### config.mk
export PLATFORM = sky130hd
export DESIGN_NAME = dmem_responder
export DESIGN_NICKNAME = d
export VERILOG_FILES = /design/src/rtl/dmem_responder.sv
export SDC_FILE = /design/constraint.sdc
export NUM_CORES = 1
export LEC_CHECK = 0
export CAP_MARGIN = 20
export CORE_MARGIN = 3
export CORE_UTILIZATION = 40
export CTS_CLUSTER_SIZE = 10
export DETAILED_ROUTE_END_ITERATION = 10
export SYNTH_ARGS = -nofsm -noshare
export SYNTH_HDL_FRONTEND = slang
export SYNTH_SLANG_ARGS = --single-unit
### constraint.sdc
create_clock -name clk -period 3 [get_ports clk]
set_input_delay 0.45 -clock clk [delete_from_list [all_inputs] [get_ports clk]]
set_output_delay 0.45 -clock clk [all_outputs]
set_load 0.005 [all_outputs]
### src/rtl/dmem_responder.sv
// Word-addressed data memory behind a valid/ready load/store handshake. The response is valid LATENCY cycles after acceptance.
// While a response waits for rsp_ready, all outputs hold and no new request is accepted.
module dmem_responder #(
    parameter int DEPTH   = 32,
    parameter int LATENCY = 1
) (
    input  logic        clk,
    input  logic        reset_n,
    input  logic        req_valid,
    output logic        req_ready,
    input  logic        req_we,
    input  logic [31:0] req_addr,
    input  logic [31:0] req_wdata,
    input  logic [3:0]  req_be,
    output logic        rsp_valid,
    input  logic        rsp_ready,
    output logic [31:0] rsp_rdata,
    output logic        rsp_err
);
    localparam int          IDX_W    = (DEPTH > 1) ? $clog2(DEPTH) : 1;
    localparam logic [31:0] LIMIT    = 32'(4 * DEPTH);
    localparam logic [2:0]  CNT_INIT = 3'(LATENCY - 1);

    typedef enum logic [1:0] {IDLE, WAIT, RESP} state_t;

    state_t      state_q, state_d;
    logic [2:0]  cnt_q, cnt_d;
    logic        we_q, we_d;
    logic [31:0] addr_q, addr_d;
    logic [31:0] wdata_q, wdata_d;
    logic [3:0]  be_q, be_d;
    logic [31:0] rdata_q, rdata_d;
    logic        err_q, err_d;
    logic [31:0] mem_q [DEPTH];

    logic [IDX_W-1:0] idx;
    logic             addr_err;
    logic             access;
    logic             do_write;

    assign idx      = addr_q[IDX_W+1:2];
    assign addr_err = (addr_q[1:0] != 2'b00) || (addr_q >= LIMIT);
    assign access   = (state_q == WAIT) && (cnt_q == 3'd0);
    assign do_write = access && we_q && !addr_err;

    assign req_ready = (state_q == IDLE);
    assign rsp_valid = (state_q == RESP);
    assign rsp_rdata = rdata_q;
    assign rsp_err   = err_q;

    always_comb begin
        state_d = state_q;
        cnt_d   = cnt_q;
        we_d    = we_q;
        addr_d  = addr_q;
        wdata_d = wdata_q;
        be_d    = be_q;
        rdata_d = rdata_q;
        err_d   = err_q;
        case (state_q)
            IDLE: begin
                if (req_valid) begin
                    we_d    = req_we;
                    addr_d  = req_addr;
                    wdata_d = req_wdata;
                    be_d    = req_be;
                    cnt_d   = CNT_INIT;
                    state_d = WAIT;
                end
            end
            WAIT: begin
                if (cnt_q == 3'd0) begin
                    // Stores and faulting accesses return zero data.
                    err_d   = addr_err;
                    rdata_d = (we_q || addr_err) ? 32'h0 : mem_q[idx];
                    state_d = RESP;
                end else begin
                    cnt_d = cnt_q - 3'd1;
                end
            end
            RESP: begin
                if (rsp_ready) begin
                    state_d = IDLE;
                end
            end
            default: state_d = IDLE;
        endcase
    end

    always_ff @(posedge clk or negedge reset_n) begin
        if (!reset_n) begin
            state_q <= IDLE;
            cnt_q   <= 3'd0;
            we_q    <= 1'b0;
            addr_q  <= 32'h0;
            wdata_q <= 32'h0;
            be_q    <= 4'h0;
            rdata_q <= 32'h0;
            err_q   <= 1'b0;
        end else begin
            state_q <= state_d;
            cnt_q   <= cnt_d;
            we_q    <= we_d;
            addr_q  <= addr_d;
            wdata_q <= wdata_d;
            be_q    <= be_d;
            rdata_q <= rdata_d;
            err_q   <= err_d;
        end
    end

    // Array is deliberately unreset; a reset mid-WAIT drops state_q to IDLE so the write never fires.
    always_ff @(posedge clk) begin
        if (do_write) begin
            for (int b = 0; b < 4; b++) begin
                if (be_q[b]) begin
                    mem_q[idx][8*b +: 8] <= wdata_q[8*b +: 8];
                end
            end
        end
    end
endmodule

==> flow_metrics.tcl, run 1 <==
set metrics [dict create \
    postRouteAntennaNets 0 \
    clock_path_buffers 3 \
    root_buffer_cell "sky130_fd_sc_hd__clkbuf_16" \
    sequential_fraction_of_design_power_pct 43.0 \
    grt_setup_unrepaired "no" \
    vias_in_the_first_global_route 24160 \
    multiInputGateArea_sq_um 9613 \
    grt_first_pass_wirelength_mm 167.9 \
    remaining_drc_errors 0 \
    maxCapViolCount 0 \
    worst-endpoint-arrival_ns 3.18 \
    worst-slew-pin-transition_ns 1.110 \
    final.setup.tns_ns 0 \
    post-route-period-util_pct 92.15 \
    detail_route.wirelength_mm 115.2 \
    tritoncts_buffers 133 \
    clock_latency_ns 0.72 \
    finalCriticalPeriod_ns 2.764 \
    post_drt_via_cell_ratio 5.595 \
    worstPathMaxFanout 27 \
    h-tree-depth 4 \
    finalWorstSetupSlack_ns 0.2356 \
    grt.overflow.total 0 \
    grt_max_degree 69 \
    post-cts-setup-buffers 0 \
    syn_area_per_cell_sq_um 19.18 \
    synth.net_count 2354 \
    outcome "complete, no violations" \
    criticalPathCategory "reg2reg" \
    leakagePower_uw 0.01734 \
    final-max-slew-violation-count 0 \
    comb_power_share_pct 26.6 \
    post_drt_wl_per_cell_microns 27.66 \
    critical_path.reg2reg.startpoint "addr_q[2]" \
    final_common_cell "sky130_fd_sc_hd__edfxtp_1" \
    report.final.setup_viol 0 \
    floorplan.io_pins 108 \
    firstDrtPassIters 8 \
    slew_headroom_pct 25.94 \
    chipWidth_microns 336.5 \
    insertedDiodeCount 0 \
    worst_ir_drop_vdd_v 0.0007080 \
    top_achievable_clock_speed_ghz 0.3617 \
    ys_async_sr_fraction_pct 9.461 \
    die_height_microns 336.5 \
    yosys_register_bits 1131 \
    share_clk_of_total_power_pct 30.4 \
    worstSetupEndpointType "flip-flop" \
    antenna_found_initial 0 \
    cts_tree "yes" \
    clock-sinks 1131 \
    synthToLayoutAreaGrowth_pct 19.18 \
    hold_class "in2async" \
    gp_routability_congestion 0.9110 \
    power.internal_uw 32960 \
    hold_violations 0 \
    global_route_total_usage_across_every_layer_pct 20.57 \
    num-fill-cells 8786 \
    num_rows 120 \
    worst_setup_path_startpoint "addr_q[2]" \
    start_util_pct 40.54 \
    fp.coreArea_sq_um 107800 \
    drive_gt1_share_pct 27.59 \
    num-nets-final 2748 \
    power_density_nw_per_um2 911.6 \
    dr.first_iter.drc_count 2262 \
    post_placement_setup_slack_ns 0.2163 \
    switching_share_pct 30.58 \
    p_sw_uw 14520 \
    hpwlAfterDp_mm 76.30 \
    netlist_area_sq_um 43700 \
    synth_enable_flop_cells 1024 \
    final.setup_skew_ns 0.02578 \
    worstSetupStartpointType "flip-flop" \
    synth-seq-area-share_pct 76.49 \
    final_cell_mix "sky130_fd_sc_hd__edfxtp_1, sky130_fd_sc_hd__buf_4, sky130_fd_sc_hd__mux2_2, sky130_fd_sc_hd__mux2i_1, sky130_fd_sc_hd__nor2_1" \
    cp_data_required_time_ns 3.42 \
    port-buffer-count 107 \
    clkSlewWorstSetupHoldPaths_ns 0.06 \
    ys.flop_type "sky130_fd_sc_hd__edfxtp_1" \
    routed-via-count 23310 \
    syn_inst 2279 \
    area.sequential_sq_um 33430 \
    yosys_warnings 0 \
    die_area_sq_um 113300 \
    synth.lib_cells_used.distinct 52 \
]
[logic make-up (layout without fill, tap and decap cells)]
family / count (synthesis) / count (layout) / share of synthesized area (%)
muxes: 434 / 434 / 13.96
and+or+nand+nor: 322 / 322 / 3.479
buffers and inverters: 134 / 617 / 1.603
AOI/OAI and AO/OA: 255 / 255 / 4.392
adders and majority gates: 2 / 2 / 0.05725
xor gates and xnor gates: 1 / 1 / 0.02004
DFF: 1131 / 1131 / 76.49
[worst paths after layout]
kind | endpoint | slack (ns) | cells after the start
min in group clk | we_q | 0.33 | 3
max in group asynchronous | rsp_rdata[21] | 1.93 | 3
max | mem_q[17][21] | 0.24 | 5
min reg2reg | rsp_rdata[10] | 0.48 | 2
max reg2reg | mem_q[17][21] | 0.24 | 5
min | addr_q[8] | 0.33 | 2
[registers in the layout, summed over array words and instances (netlist names)]
register / cells
rsp_rdata: 32
mem_q: 1024
rsp_err: 1
be_q: 4
addr_q: 32
we_q: 1
wdata_q: 32
state_q: 2
cnt_q: 3
[per-stage QoR]
stage / power, uW / utilization [%] / hold WS, ns / cells / area [sq um]
floorplan: 28030 / - / 0.1544 / 2279 / 43700
global placement: 33130 / 44.72 / 0.4779 / 3940 / 48210
detailed placement: 33440 / 44.72 / 0.4717 / 3940 / 48210
CTS: 47850 / 48.31 / 0.2854 / 4165 / 52080
global route: 49250 / 48.31 / 0.3134 / 4165 / 52080
finish: 47480 / 48.31 / 0.3269 / 4165 / 52080
[Yosys cell counts, types with 6 or more instances]
cell type,instances,share of area (%)
sky130_fd_sc_hd__a211oi_1,25,0.43
sky130_fd_sc_hd__a21oi_1,22,0.25
sky130_fd_sc_hd__a221oi_1,41,0.82
sky130_fd_sc_hd__a22oi_1,21,0.36
sky130_fd_sc_hd__buf_1,16,0.14
sky130_fd_sc_hd__buf_2,47,0.54
sky130_fd_sc_hd__clkbuf_1,46,0.40
sky130_fd_sc_hd__clkbuf_8,8,0.25
sky130_fd_sc_hd__dfrtp_1,107,6.1
sky130_fd_sc_hd__edfxtp_1,1024,70
sky130_fd_sc_hd__inv_1,7,0.060
sky130_fd_sc_hd__mux2_2,155,4.0
sky130_fd_sc_hd__mux2i_1,155,3.6
sky130_fd_sc_hd__mux4_2,121,6.2
sky130_fd_sc_hd__nand2_1,73,0.63
sky130_fd_sc_hd__nand2_2,6,0.086
sky130_fd_sc_hd__nand3_1,10,0.11
sky130_fd_sc_hd__nand4_1,23,0.33
sky130_fd_sc_hd__nor2_1,148,1.3
sky130_fd_sc_hd__nor2b_1,26,0.37
sky130_fd_sc_hd__o22ai_1,104,1.5
sky130_fd_sc_hd__o31ai_2,29,0.83
[area by class of cell]
cell class	instances	area share, %
multi-input combinational	1014	18.46
clock buffer	206	7.077
inverter	8	0.05766
clock inverter	18	0.3387
sequential	1131	64.20
timing repair buffer	385	6.503
tap	1403	3.370
[what timing repair did]
action,4_1_cts,5_1_grt
endpoints found under the hold margin,67,0
hold buffers,1,0
gates resized for setup,0,0
[per-layer routing]
metal / vias up / wire length, microns / global-route usage [%]
li1: 10020 / - / -
met1: 12160 / 47610 / 27.80
met2: 963 / 55500 / 33.21
met3: 168 / 8808 / 4.805
met4: 0 / 3285 / 6.483
met5: - / 0 / 0
[worst max-delay path, stage by stage (launching register included)]
cell and delay (ns):
sky130_fd_sc_hd__dfrtp_4 0.44, sky130_fd_sc_hd__buf_4 0.40, sky130_fd_sc_hd__nor2b_1 0.49, sky130_fd_sc_hd__nand2_1 0.62, sky130_fd_sc_hd__nor2_1 0.26, sky130_fd_sc_hd__buf_4 0.22
[power groups by stage]
stage / Combinational (uW) / Clock (uW) / Sequential [uW]
6_report: 12600 / 14400 / 20400
3_5_place_dp: 12700 / 0 / 20700
3_3_place_gp: 12400 / 0 / 20700
5_1_grt: 13400 / 15400 / 20500
4_1_cts: 12700 / 14700 / 20400
2_1_floorplan: 6660 / 0 / 21400
(Power assumes the default switching activity.)
==> run 2, diff against run 1 <==
--- a/config.mk
+++ b/config.mk
@@ -6,10 +6,12 @@
 export NUM_CORES = 1
 export LEC_CHECK = 0
 export CAP_MARGIN = 20
+export CORE_ASPECT_RATIO = 1.2
 export CORE_MARGIN = 3
 export CORE_UTILIZATION = 40
 export CTS_CLUSTER_SIZE = 10
 export DETAILED_ROUTE_END_ITERATION = 10
+export REMOVE_ABC_BUFFERS = 1
 export SYNTH_ARGS = -nofsm -noshare
 export SYNTH_HDL_FRONTEND = slang
 export SYNTH_SLANG_ARGS = --single-unit
==> flow_metrics.tcl, run 2 (same netlist as run 1, synthesis figures left out) <==
set metrics [dict create \
    outcome "complete, no violations" \
    post-route-period-util_pct 95.67 \
    start_util_pct 40.40 \
    die_area_sq_um 113300 \
    multiInputGateArea_sq_um 9613 \
    critical_path.reg2reg.startpoint "addr_q[19]" \
    worst_ir_drop_vdd_v 0.0006191 \
    grt_first_pass_wirelength_mm 168.2 \
    chipWidth_microns 307.7 \
    grt_setup_unrepaired "no" \
    clock_latency_ns 0.75 \
    cp_data_required_time_ns 3.44 \
    clock_path_buffers 3 \
    finish.utilization_pct 48.09 \
    gp_routability_congestion 0.8458 \
    criticalPathCategory "reg2reg" \
    worstSetupEndpointType "flip-flop" \
    cts_tree "yes" \
    routed-via-count 23210 \
    vias_in_the_first_global_route 23910 \
    postRouteAntennaNets 0 \
    worst-slew-pin-transition_ns 0.9862 \
    dr.max_layer_used "met5" \
    final-max-slew-violation-count 0 \
    num-nets-final 2717 \
    finish.cell_count_without_fillers 4149 \
    synthToLayoutAreaGrowth_pct 19.04 \
    largest_reg_flops 1024 \
    maxCapViolCount 0 \
    leakagePower_uw 0.01725 \
    floorplan.io_pins 108 \
    detail_route.wirelength.met1_mm 45.81 \
    final.hold.worst_slack_ns 0.3035 \
    clock-sinks 1131 \
    worstPathMaxFanout 32 \
    drive_gt1_share_pct 26.46 \
    hold_class "in2async" \
    worst_setup_path_startpoint "addr_q[19]" \
    port-buffer-count 107 \
    global_route_total_usage_across_every_layer_pct 20.63 \
    hold_violations 0 \
    worst-endpoint-arrival_ns 3.31 \
    dr.first_iter.drc_count 2474 \
    finalCriticalPeriod_ns 2.870 \
    met2_wirelength_mm 57.87 \
    root_buffer_cell "sky130_fd_sc_hd__clkbuf_16" \
    final_common_cell "sky130_fd_sc_hd__edfxtp_1" \
    fp.coreArea_sq_um 108200 \
    antenna_found_initial 2 \
    post_drt_via_cell_ratio 5.595 \
    final_cell_mix "sky130_fd_sc_hd__edfxtp_1, sky130_fd_sc_hd__buf_4, sky130_fd_sc_hd__mux2_2, sky130_fd_sc_hd__mux2i_1, sky130_fd_sc_hd__nor2_1" \
    slew_headroom_pct 34.10 \
    top_achievable_clock_speed_ghz 0.3484 \
    met3RoutedLength_mm 8.312 \
    post_drt_wl_per_cell_microns 28.00 \
    remaining_drc_errors 0 \
    grt_max_degree 91 \
    firstDrtPassIters 5 \
    die_height_microns 368.1 \
    grt.overflow.total 0 \
    detail_route.wirelength_mm 116.2 \
    report.final.setup_viol 0 \
    h-tree-depth 4 \
    post-place-cells 3913 \
    tritoncts_buffers 131 \
    power_density_nw_per_um2 914.8 \
    worstSetupStartpointType "flip-flop" \
    clkSlewWorstSetupHoldPaths_ns 0.06 \
    area.sequential_sq_um 33430 \
    num-fill-cells 8790 \
    final.setup_skew_ns 0.02933 \
    largest-register "mem_q" \
    hpwlAfterDp_mm 77.29 \
    post-cts-setup-buffers 0 \
    num_rows 132 \
]
==> run 2: changes by cell type in the layout (fill, tap and decap cells not counted), sizes merged <==
cell and delta:
buf -29, clkinv -3, bufinv -1, diode +2
clkbuf +14, inv -3
==> run 2: critical path, stage by stage (launching register included) <==
cell and delay, ns:
sky130_fd_sc_hd__dfrtp_1 0.38, sky130_fd_sc_hd__or4_1 0.55, sky130_fd_sc_hd__or4_4 0.58, sky130_fd_sc_hd__nor3_4 0.34, sky130_fd_sc_hd__nand2_2 0.13, sky130_fd_sc_hd__buf_12 0.19, sky130_fd_sc_hd__nor2_1 0.18, sky130_fd_sc_hd__buf_4 0.21
==> run 2: path summary, 6_finish.rpt <==
path                                  to  slack [ns]  depth (start not counted)
hold / removal               wdata_q[24]        0.30                          2
setup / recovery           mem_q[12][17]        0.13                          7
max in group asynchronous     addr_q[20]        1.84                          3
hold reg to reg            rsp_rdata[16]        0.49                          2
min in group clk              wdata_q[5]        0.32                          2
setup reg to reg           mem_q[12][17]        0.13                          7
==> run 2: repair_timing <==
action                                 CTS  global route
gates resized for setup                  0             0
endpoints found under the hold margin   59             0
hold buffers                             1             0
==> run 2: power breakdown <==
part,internal [uW],total [uW],switching (uW)
registers,19800,20700,907
clock network,8470,14400,5960
logic,4740,12400,7670
total,33100,47600,14500
==> run 2: stage by stage <==
step | setup slack (ns) | total power [uW] | instance area, sq um | TNS, ns
final | 0.1299 | 47590 | 52020 | 0
after global routing | 0.0009790 | 49320 | 52020 | 0
after CTS | 0.08681 | 47910 | 51980 | 0
after detailed placement | 0.08481 | 33480 | 48100 | 0
after global placement | 0.08739 | 32880 | 47880 | 0
after floorplan | -9.109 | 26180 | 43030 | -9252.70
==> run 2: final cells by class <==
class                   instances  area share [%]
diodes                          2        0.009620
clock buffers                 220           7.189
clock inverters                11          0.2453
inverters                       8         0.05772
multi-input cells            1014           18.48
flip-flops and latches       1131           64.27
well taps                    1407           3.384
repair buffers                356           6.371
==> run 2: metal layers <==
metal | vias up | global-route usage, %
met3 | 191 | 3.998
met2 | 1004 | 33.92
met1 | 12040 | 27.27
met5 | - | 0
li1 | 9974 | -
met4 | 4 | 7.809
==> run 3, diff against run 2 <==
--- a/config.mk
+++ b/config.mk
@@ -7,7 +7,7 @@
 export LEC_CHECK = 0
 export CAP_MARGIN = 20
 export CORE_ASPECT_RATIO = 1.2
-export CORE_MARGIN = 3
+export CORE_MARGIN = 1.5
 export CORE_UTILIZATION = 40
 export CTS_CLUSTER_SIZE = 10
 export DETAILED_ROUTE_END_ITERATION = 10
==> flow_metrics.tcl, run 3 (same netlist as run 1, synthesis figures left out) <==
set metrics [dict create \
    worst-slew-pin-transition_ns 0.8371 \
    final.setup.tns_ns 0 \
    final_common_cell "sky130_fd_sc_hd__edfxtp_1" \
    die_height_microns 365.1 \
    slew_headroom_pct 44.19 \
    clkSlewWorstSetupHoldPaths_ns 0.05 \
    largest-register "mem_q" \
    post-place-cells 3931 \
    max_stage_delay_ns 0.60 \
    worstSetupStartpointType "flip-flop" \
    remaining_drc_errors 0 \
    start_util_pct 40.40 \
    top_achievable_clock_speed_ghz 0.3443 \
    sequential_fraction_of_design_power_pct 43.3 \
    share_clk_of_total_power_pct 30.4 \
    switching_share_pct 30.18 \
    fp.coreArea_sq_um 108200 \
    report.final.setup_viol 0 \
    dr.first_iter.drc_count 2254 \
    grt_max_degree 63 \
    worst_path_max_delay_cell "sky130_fd_sc_hd__dfrtp_1" \
    post_drt_via_cell_ratio 5.558 \
    port-buffer-count 107 \
    clock_path_buffers 3 \
    chipWidth_microns 304.7 \
    hold_class "in2async" \
    antenna_found_initial 5 \
    global_route_total_usage_across_every_layer_pct 20.64 \
    root_buffer_cell "sky130_fd_sc_hd__clkbuf_16" \
    grt.overflow.total 0 \
    num_rows 132 \
    vias_in_the_first_global_route 23900 \
    clock-sinks 1131 \
    clock_latency_ns 0.74 \
    final-max-slew-violation-count 0 \
    finish.cell_count_without_fillers 4171 \
    hpwlAfterDp_mm 76.65 \
    post_drt_wl_per_cell_microns 27.42 \
    p_sw_uw 14460 \
    crit_path_cell_trace "nand4bb_4 -> or4_4 -> nor3_4 -> nand2_2 -> buf_12 -> nor2_1 -> buf_4" \
    holdBufCountCts 1 \
    worst-endpoint-arrival_ns 3.34 \
    num-nets-final 2739 \
    worstSetupEndpointType "flip-flop" \
    detail_route.wirelength_mm 114.4 \
    maxCapViolCount 0 \
    synthToLayoutAreaGrowth_pct 19.72 \
    criticalPathCategory "reg2reg" \
    drive_gt1_share_pct 26.99 \
    die_area_sq_um 111300 \
    power_density_nw_per_um2 916.0 \
    critical_path_buf_inv_count 2 \
    post-route-period-util_pct 96.82 \
    worstPathMaxFanout 32 \
    post_placement_setup_slack_ns 0.08560 \
    grt_setup_unrepaired "no" \
    firstDrtPassIters 6 \
    outcome "complete, no violations" \
    routed-via-count 23180 \
    comb_power_share_pct 26.3 \
    final.setup_skew_ns 0.02612 \
    post-cts-setup-buffers 0 \
    grt_first_pass_wirelength_mm 164.8 \
    worst_ir_drop_vdd_v 0.0005086 \
    cts_resized 0 \
    largest_reg_flops 1024 \
    power.internal_uw 33460 \
    leakagePower_uw 0.01740 \
    finalWorstSetupSlack_ns 0.09546 \
    gp_routability_congestion 0.8812 \
    floorplan.io_pins 108 \
    postRouteAntennaNets 0 \
    finish.utilization_pct 48.37 \
    h-tree-depth 4 \
    cp_data_required_time_ns 3.44 \
    hold_violations 0 \
    crit_family "simple AND/OR/NAND/NOR gates" \
    finalCriticalPeriod_ns 2.905 \
    final_cell_mix "sky130_fd_sc_hd__edfxtp_1, sky130_fd_sc_hd__buf_4, sky130_fd_sc_hd__mux2_2, sky130_fd_sc_hd__mux2i_1, sky130_fd_sc_hd__nor2_1" \
    insertedDiodeCount 0 \
    tritoncts_buffers 132 \
    cts_tree "yes" \
]
## run 3: changes by cell type in the layout (fill, tap and decap cells not counted), sizes merged
cell      before  now
diode          2    0
clkinv         7    4
inv           12    8
clkbuf       220  229
buf          249  270
clkinvlp       0    1
## run 3: metal layers
layer  track usage [%]  share of wire [%]
met2             33.77                 48
met3             4.738                7.6
met5                 0              0.084
met4             9.951                4.4
met1             26.11                 39
## run 3: area by class of cell
cell class,instances,area (sq um)
flip-flops and latches,1131,33430
clock inverters,5,41.29
multi-input cells,1014,9613
clock buffers,229,3857
inverters,8,30.03
well taps,1407,1760
repair buffers,377,3585
fillers,8758,55860
## run 3: final timing paths
check                           slack (ns)            end  cells after the start     startpoint
max in group asynchronous             1.85     addr_q[21]                      3        reset_n
worst max register to register         0.1  mem_q[12][21]                      7     state_q[1]
worst min register to register        0.49  rsp_rdata[20]                      2  rsp_rdata[20]
min in group clk                      0.31     state_q[1]                      2      rsp_ready
worst min-delay path                  0.31  rsp_rdata[24]                      2        reset_n
worst max-delay path                   0.1  mem_q[12][21]                      7     state_q[1]
## run 3: through the flow
step / hold slack, ns / power, uW / instance area, sq um
CTS: 0.2691 / 48080 / 52180
global placement: 0.4737 / 33060 / 48110
detailed placement: 0.4812 / 33540 / 48280
floorplan: 0.1544 / 26180 / 43030
finish: 0.3126 / 47930 / 52320
global route: 0.2967 / 49590 / 52320
## run 3: power by group through the flow
stage | Clock, uW | Combinational [uW] | Sequential (uW)
floorplan | 0 | 4250 | 21900
global placement | 0 | 11500 | 21600
detailed placement | 0 | 12200 | 21400
CTS | 14800 | 12200 | 21000
global route | 15400 | 13300 | 20800
finish | 14600 | 12600 | 20700
==> patch 1: new RTL, config.mk and constraints of run 3 <==
Put one more register stage on the output `rsp_err`, with the module's reset. The value now appears one clock later. The other outputs are not delayed to match.
--- a/src/rtl/dmem_responder.sv
+++ b/src/rtl/dmem_responder.sv
@@ -47,5 +47,11 @@
     assign rsp_valid = (state_q == RESP);
     assign rsp_rdata = rdata_q;
-    assign rsp_err   = err_q;
+    always_ff @(posedge clk or negedge reset_n) begin
+        if (!reset_n) begin
+            rsp_err <= '0;
+        end else begin
+            rsp_err <= err_q;
+        end
+    end
 
     always_comb begin
Check against the original RTL: not settled (the Yosys comparison gave no result); the edit may change what the design does.
==> patch 1 against run 3 <==
Sequential cell count up 1. Global-route usage down 0.24 points. Setup slack worse by 0.013 ns. Wire length down 1.5%. Cell area down 0.20%. Clock skew up 0.0019 ns. Power down 1.0%. Count of clock-buffer cells in the layout down 5. Area after synthesis about the same. Non-clock buffer count down 1. Largest power group unchanged.
==> patch 1: results (changes against run 3) <==
<table>
<tr><th>Metric</th><th>Value</th></tr>
<tr><th colspan="2">Drt</th></tr>
<tr><td>Via Count</td><td>23090 (was 23180)</td></tr>
<tr><td>Initial drt markers</td><td>2354 (was 2254)</td></tr>
<tr><th colspan="2">Placement</th></tr>
<tr><td>Gpl congestion</td><td>0.8438 (was 0.8812)</td></tr>
<tr><td>DP HPWL</td><td>74170 um (was 76650 um)</td></tr>
<tr><td>Post-placement worst setup slack</td><td>-0.009254 ns (was 0.08560 ns)</td></tr>
<tr><td>Number of placed cells counting well taps</td><td>3932 (was 3931)</td></tr>
<tr><th colspan="2">Cells and area</th></tr>
<tr><td>Portion of the layout cell area used by clock cells</td><td>7.373% (was 7.452%)</td></tr>
<tr><td>Non-clock buffering overhead</td><td>6.685% (was 6.851%)</td></tr>
<tr><td>Multi-input gate share of the layout cell area</td><td>18.44% (was 18.37%)</td></tr>
<tr><td>Share of post-route cells with drive strength above 1</td><td>27.15% (was 26.99%)</td></tr>
<tr><td>Clock buffer cells</td><td>224 (was 229)</td></tr>
<tr><td>Non-clock buffer count</td><td>376 (was 377)</td></tr>
<tr><td>Number of inserted filler cells in the final layout</td><td>8780 (was 8758)</td></tr>
<tr><th colspan="2">GRT</th></tr>
<tr><td>Met1 capacity usage during global routing</td><td>25.99% (was 26.11%)</td></tr>
<tr><td>Global routing usage summed across all routing layers</td><td>20.41% (was 20.64%)</td></tr>
<tr><td>Global Route met2 Usage</td><td>34.03% (was 33.77%)</td></tr>
<tr><td>GR met3 Demand/Resource</td><td>4.495% (was 4.738%)</td></tr>
<tr><td>Number of global-route vias before repair</td><td>23990 (was 23900)</td></tr>
<tr><td>Antenna violations before repair</td><td>0 (was 5)</td></tr>
<tr><th colspan="2">STA</th></tr>
<tr><td>Worst slew margin</td><td>32.55% (was 44.19%)</td></tr>
<tr><th colspan="2">Yosys</th></tr>
<tr><td>Multiplexer share of the synthesized area</td><td>13.95% (was 13.96%)</td></tr>
<tr><td>Number of standard cells after synthesis</td><td>2280 (was 2279)</td></tr>
<tr><td>Post-synthesis compound-gate area fraction</td><td>4.389% (was 4.392%)</td></tr>
<tr><td>Top post-synthesis cells by area</td><td>edfxtp_1, mux4_2, dfrtp_1 (unchanged)</td></tr>
<tr><td>Proportion of synthesized flip-flops having asynchronous set or reset</td><td>9.541% (was 9.461%)</td></tr>
<tr><td>FF+latch count, synth</td><td>1132 (was 1131)</td></tr>
<tr><td>Xor and xnor area share after synthesis</td><td>0.02003% (was 0.02004%)</td></tr>
<tr><th colspan="2">Run status</th></tr>
<tr><td>Outcome</td><td>finished clean (unchanged)</td></tr>
<tr><th colspan="2">Power and ir drop</th></tr>
<tr><td>IR Drop Worst-Case VDD</td><td>0.5432 mV (was 0.5086 mV)</td></tr>
</table>
-- patch 1: path summary, 6_finish.rpt --
path                                 startpoint                       to  slack [ns]  cells past startpoint
min                                     reset_n     cnt_q[1]$_DFFE_PN0P_        0.33                      2
min reg2reg                   err_q$_DFFE_PN0P_        rsp_err$_DFF_PN0_        0.39                      0
max                        cnt_q[0]$_DFFE_PN0P_  mem_q[28][31]$_DFFE_PP_        0.08                     10
max in group asynchronous               reset_n    addr_q[3]$_DFFE_PN0P_        1.95                      2
max reg2reg                cnt_q[0]$_DFFE_PN0P_  mem_q[28][31]$_DFFE_PP_        0.08                     10
min in group clk                         req_we         we_q$_DFFE_PN0P_        0.33                      3
-- patch 1: metrics by stage --
stage / total power [uW] / instance area (sq um)
after floorplan: 26190 / 43060
after global placement: 32970 / 48220
after detailed placement: 33310 / 48250
after CTS: 47730 / 52140
after global routing: 49150 / 52220
final: 47450 / 52220
-- patch 1: where the power goes --
part | total [uW] | switching (uW) | internal (uW) | leakage (uW)
sequential | 20600 | 713 | 19900 | 0.0105
clock | 14400 | 5860 | 8560 | 0.00184
combinational | 12500 | 7680 | 4770 | 0.00497
total | 47400 | 14300 | 33200 | 0.0174
-- patch 1: repair_timing --
action / in CTS / in global routing
setup buffers: 1 / 1
pin swaps: 1 / 1
hold buffers: 1 / 0
gates resized for setup: 2 / 7
endpoints found under the setup margin: 16 / 48
gates cloned: 0 / 0
hold endpoints to repair: 54 / 0
-- patch 1: routing by layer --
layer  vias up  routed length [um]  share of wire, %
li1      10010                   -                 -
met1     12040               44950                40
met2       869               55810                50
met3       178                7701               6.8
met4         0                4185               3.7
met5         -                   0                 0
==> patch 2: new RTL, flow settings as in run 3 <==
Without the edit above. The parameter `DEPTH` goes from 32 to 16.
--- a/src/rtl/dmem_responder.sv
+++ b/src/rtl/dmem_responder.sv
@@ -2,5 +2,5 @@
 // While a response waits for rsp_ready, all outputs hold and no new request is accepted.
 module dmem_responder #(
-    parameter int DEPTH   = 32,
+    parameter int DEPTH   = 16,
     parameter int LATENCY = 1
 ) (
Behaviour: not the same (Yosys sat finds a counterexample within 4 cycles, from zero or initial values and one cycle with reset_n low).
==> patch 2 against run 3 <==
Power decreased by 44%. Wire length decreased by 50%. Sequential cell count fell by 512. Clock power fell by 46%. Via count down 43%. Cell area fell by 44%. Critical path depth down 1. Sequential share of layout area shrank 1.9 points. Non-clock buffer count is 170 lower. Combinational power is 49% lower. Die area shrank 44%. Area after synthesis decreased by 44%. Sequential power shrank 40%. Setup slack better by 0.37 ns. Largest cell class unchanged.
==> patch 2: results (changes against run 3) <==
<table>
<tr><th>Metric</th><th>Value</th></tr>
<tr><th colspan="2">Clock network</th></tr>
<tr><td>Number of CTS-inserted buffers</td><td>72 (was 132)</td></tr>
<tr><td>Maximum buffer depth of the clock tree</td><td>3 (unchanged)</td></tr>
<tr><td>H-tree depth</td><td>3 (was 4)</td></tr>
<tr><th colspan="2">GRT</th></tr>
<tr><td>Number of global-route vias before repair</td><td>14190 (was 23900)</td></tr>
<tr><td>Antenna violations before repair</td><td>4 (was 5)</td></tr>
<tr><td>Global-route wire length before repair</td><td>86190 um (was 164800 um)</td></tr>
<tr><td>Pin count of the biggest net entering global routing</td><td>67 (was 63)</td></tr>
<tr><th colspan="2">STA</th></tr>
<tr><td>Worst slew margin</td><td>40.00% (was 44.19%)</td></tr>
<tr><td>Final setup skew</td><td>0.01666 ns (was 0.02612 ns)</td></tr>
<tr><th colspan="2">Drt</th></tr>
<tr><td>Mean routed wirelength per cell</td><td>22.68 um (was 27.42 um)</td></tr>
<tr><td>Detail-routed via count per cell</td><td>5.305 (was 5.558)</td></tr>
<tr><td>Initial drt markers</td><td>947 (was 2254)</td></tr>
<tr><td>Drt first pass iters</td><td>7 (was 6)</td></tr>
<tr><th colspan="2">Power and ir drop</th></tr>
<tr><td>Total leakage power</td><td>0.01017 uW (was 0.01740 uW)</td></tr>
<tr><td>Internal portion of total power</td><td>18450 uW (was 33460 uW)</td></tr>
<tr><td>IR Drop Worst-Case VDD</td><td>0.4950 mV (was 0.5086 mV)</td></tr>
<tr><th colspan="2">Cells and area</th></tr>
<tr><td>Net total in the final layout</td><td>1716 (was 2739)</td></tr>
<tr><td>Number of flip-flops in the largest register</td><td>512 (was 1024)</td></tr>
<tr><td>Share of post-route cells with drive strength above 1</td><td>18.95% (was 26.99%)</td></tr>
<tr><td>Number of inserted filler cells in the final layout</td><td>5023 (was 8758)</td></tr>
<tr><th colspan="2">Setup path</th></tr>
<tr><td>Data arrival, critical path</td><td>2.83 ns (was 3.34 ns)</td></tr>
<tr><td>Slowest cell on the critical path</td><td>or4_1 (was dfrtp_1)</td></tr>
<tr><td>Worst-path maximum fanout</td><td>16 (was 32)</td></tr>
<tr><th colspan="2">Yosys</th></tr>
<tr><td>EDFF count, synth</td><td>512 (was 1024)</td></tr>
<tr><td>Top post-synthesis cells by area</td><td>edfxtp_1, dfrtp_1, mux2i_1 (was edfxtp_1, mux4_2, dfrtp_1)</td></tr>
<tr><td>Yosys cell types</td><td>30 (was 52)</td></tr>
<tr><td>Proportion of synthesized flip-flops having asynchronous set or reset</td><td>17.29% (was 9.461%)</td></tr>
<tr><th colspan="2">Placement</th></tr>
<tr><td>Placement-stage cell area</td><td>0.02699 sq mm (was 0.04828 sq mm)</td></tr>
<tr><td>DP HPWL</td><td>36300 um (was 76650 um)</td></tr>
<tr><th colspan="2">Run status</th></tr>
<tr><td>Outcome</td><td>finished clean (unchanged)</td></tr>
</table>
[patch 2: changes by cell type in the layout (fill, tap and decap cells not counted), sizes merged, moves of 39 or more]
cell    delta
nor2      -48
clkbuf   -103
edfxtp   -512
buf      -170
o22ai     -39
mux4     -124
[patch 2: worst paths after layout]
path / start / end / slack, ns
min reg2reg: addr_q[15]$_DFFE_PN0P_ / addr_q[15]$_DFFE_PN0P_ / 0.50
max: addr_q[8]$_DFFE_PN0P_ / mem_q[7][13]$_DFFE_PP_ / 0.47
min: reset_n / rsp_rdata[31]$_DFFE_PN0P_ / 0.37
min in group clk: rsp_ready / state_q[1]$_DFFE_PN0P_ / 0.43
max reg2reg: addr_q[8]$_DFFE_PN0P_ / mem_q[7][13]$_DFFE_PP_ / 0.47
max in group asynchronous: reset_n / addr_q[3]$_DFFE_PN0P_ / 1.94
[patch 2: what timing repair did]
action	4_1_cts	5_1_grt
hold buffers	1	0
setup endpoints to repair	0	0
hold endpoints to repair	34	0
[patch 2: layout make-up]
type | instances | share of cell area, %
Tap cell | 800 | 3.438
Clock buffer | 126 | 7.138
Timing Repair Buffer | 207 | 6.657
Inverter | 3 | 0.03868
Clock inverter | 6 | 0.1289
Sequential cell | 619 | 62.02
Multi-Input combinational cell | 738 | 20.58
[patch 2: cells by family after synthesis]
group / synth area share [%]
buffers and inverters: 1.519
xor gates and xnor gates: 0.03594
DFF: 74.06
AOI/OAI and AO/OA: 5.344
adders and majority gates: 0.1026
and+or+nand+nor: 4.907
muxes: 14.03
[patch 2: power by group through the flow]
stage	registers, uW	clock network, uW	logic [uW]
4_1_cts	12600	8060	6440
5_1_grt	12700	8400	6860
6_report	12500	7880	6400
3_5_place_dp	12700	0	6410
3_3_place_gp	12700	0	6340
2_1_floorplan	12100	0	3380
[patch 2: layer usage]
layer,wire length [um],track usage [%],vias to the layer above
li1,-,-,6089
met1,22910,22.22,6712
met2,29590,33.26,350
met3,2775,3.375,98
met4,1358,6.309,8
met5,47,0,-
[patch 2: per-stage QoR]
| stage | utilization [%] | cells |
|---|---|---|
| 4_1_cts | 48.56 | 2499 |
| 6_report | 48.56 | 2499 |
| 2_1_floorplan | - | 1360 |
| 3_5_place_dp | 45.01 | 2366 |
| 5_1_grt | 48.56 | 2499 |
| 3_3_place_gp | 45.01 | 2366 |
[patch 2: critical path, delay by kind of cell, from the launching register on]
family / cells / cell delay, ns
buffers and inverters: 2 / 0.45
DFF: 1 / 0.37
and+or+nand+nor: 4 / 1.43
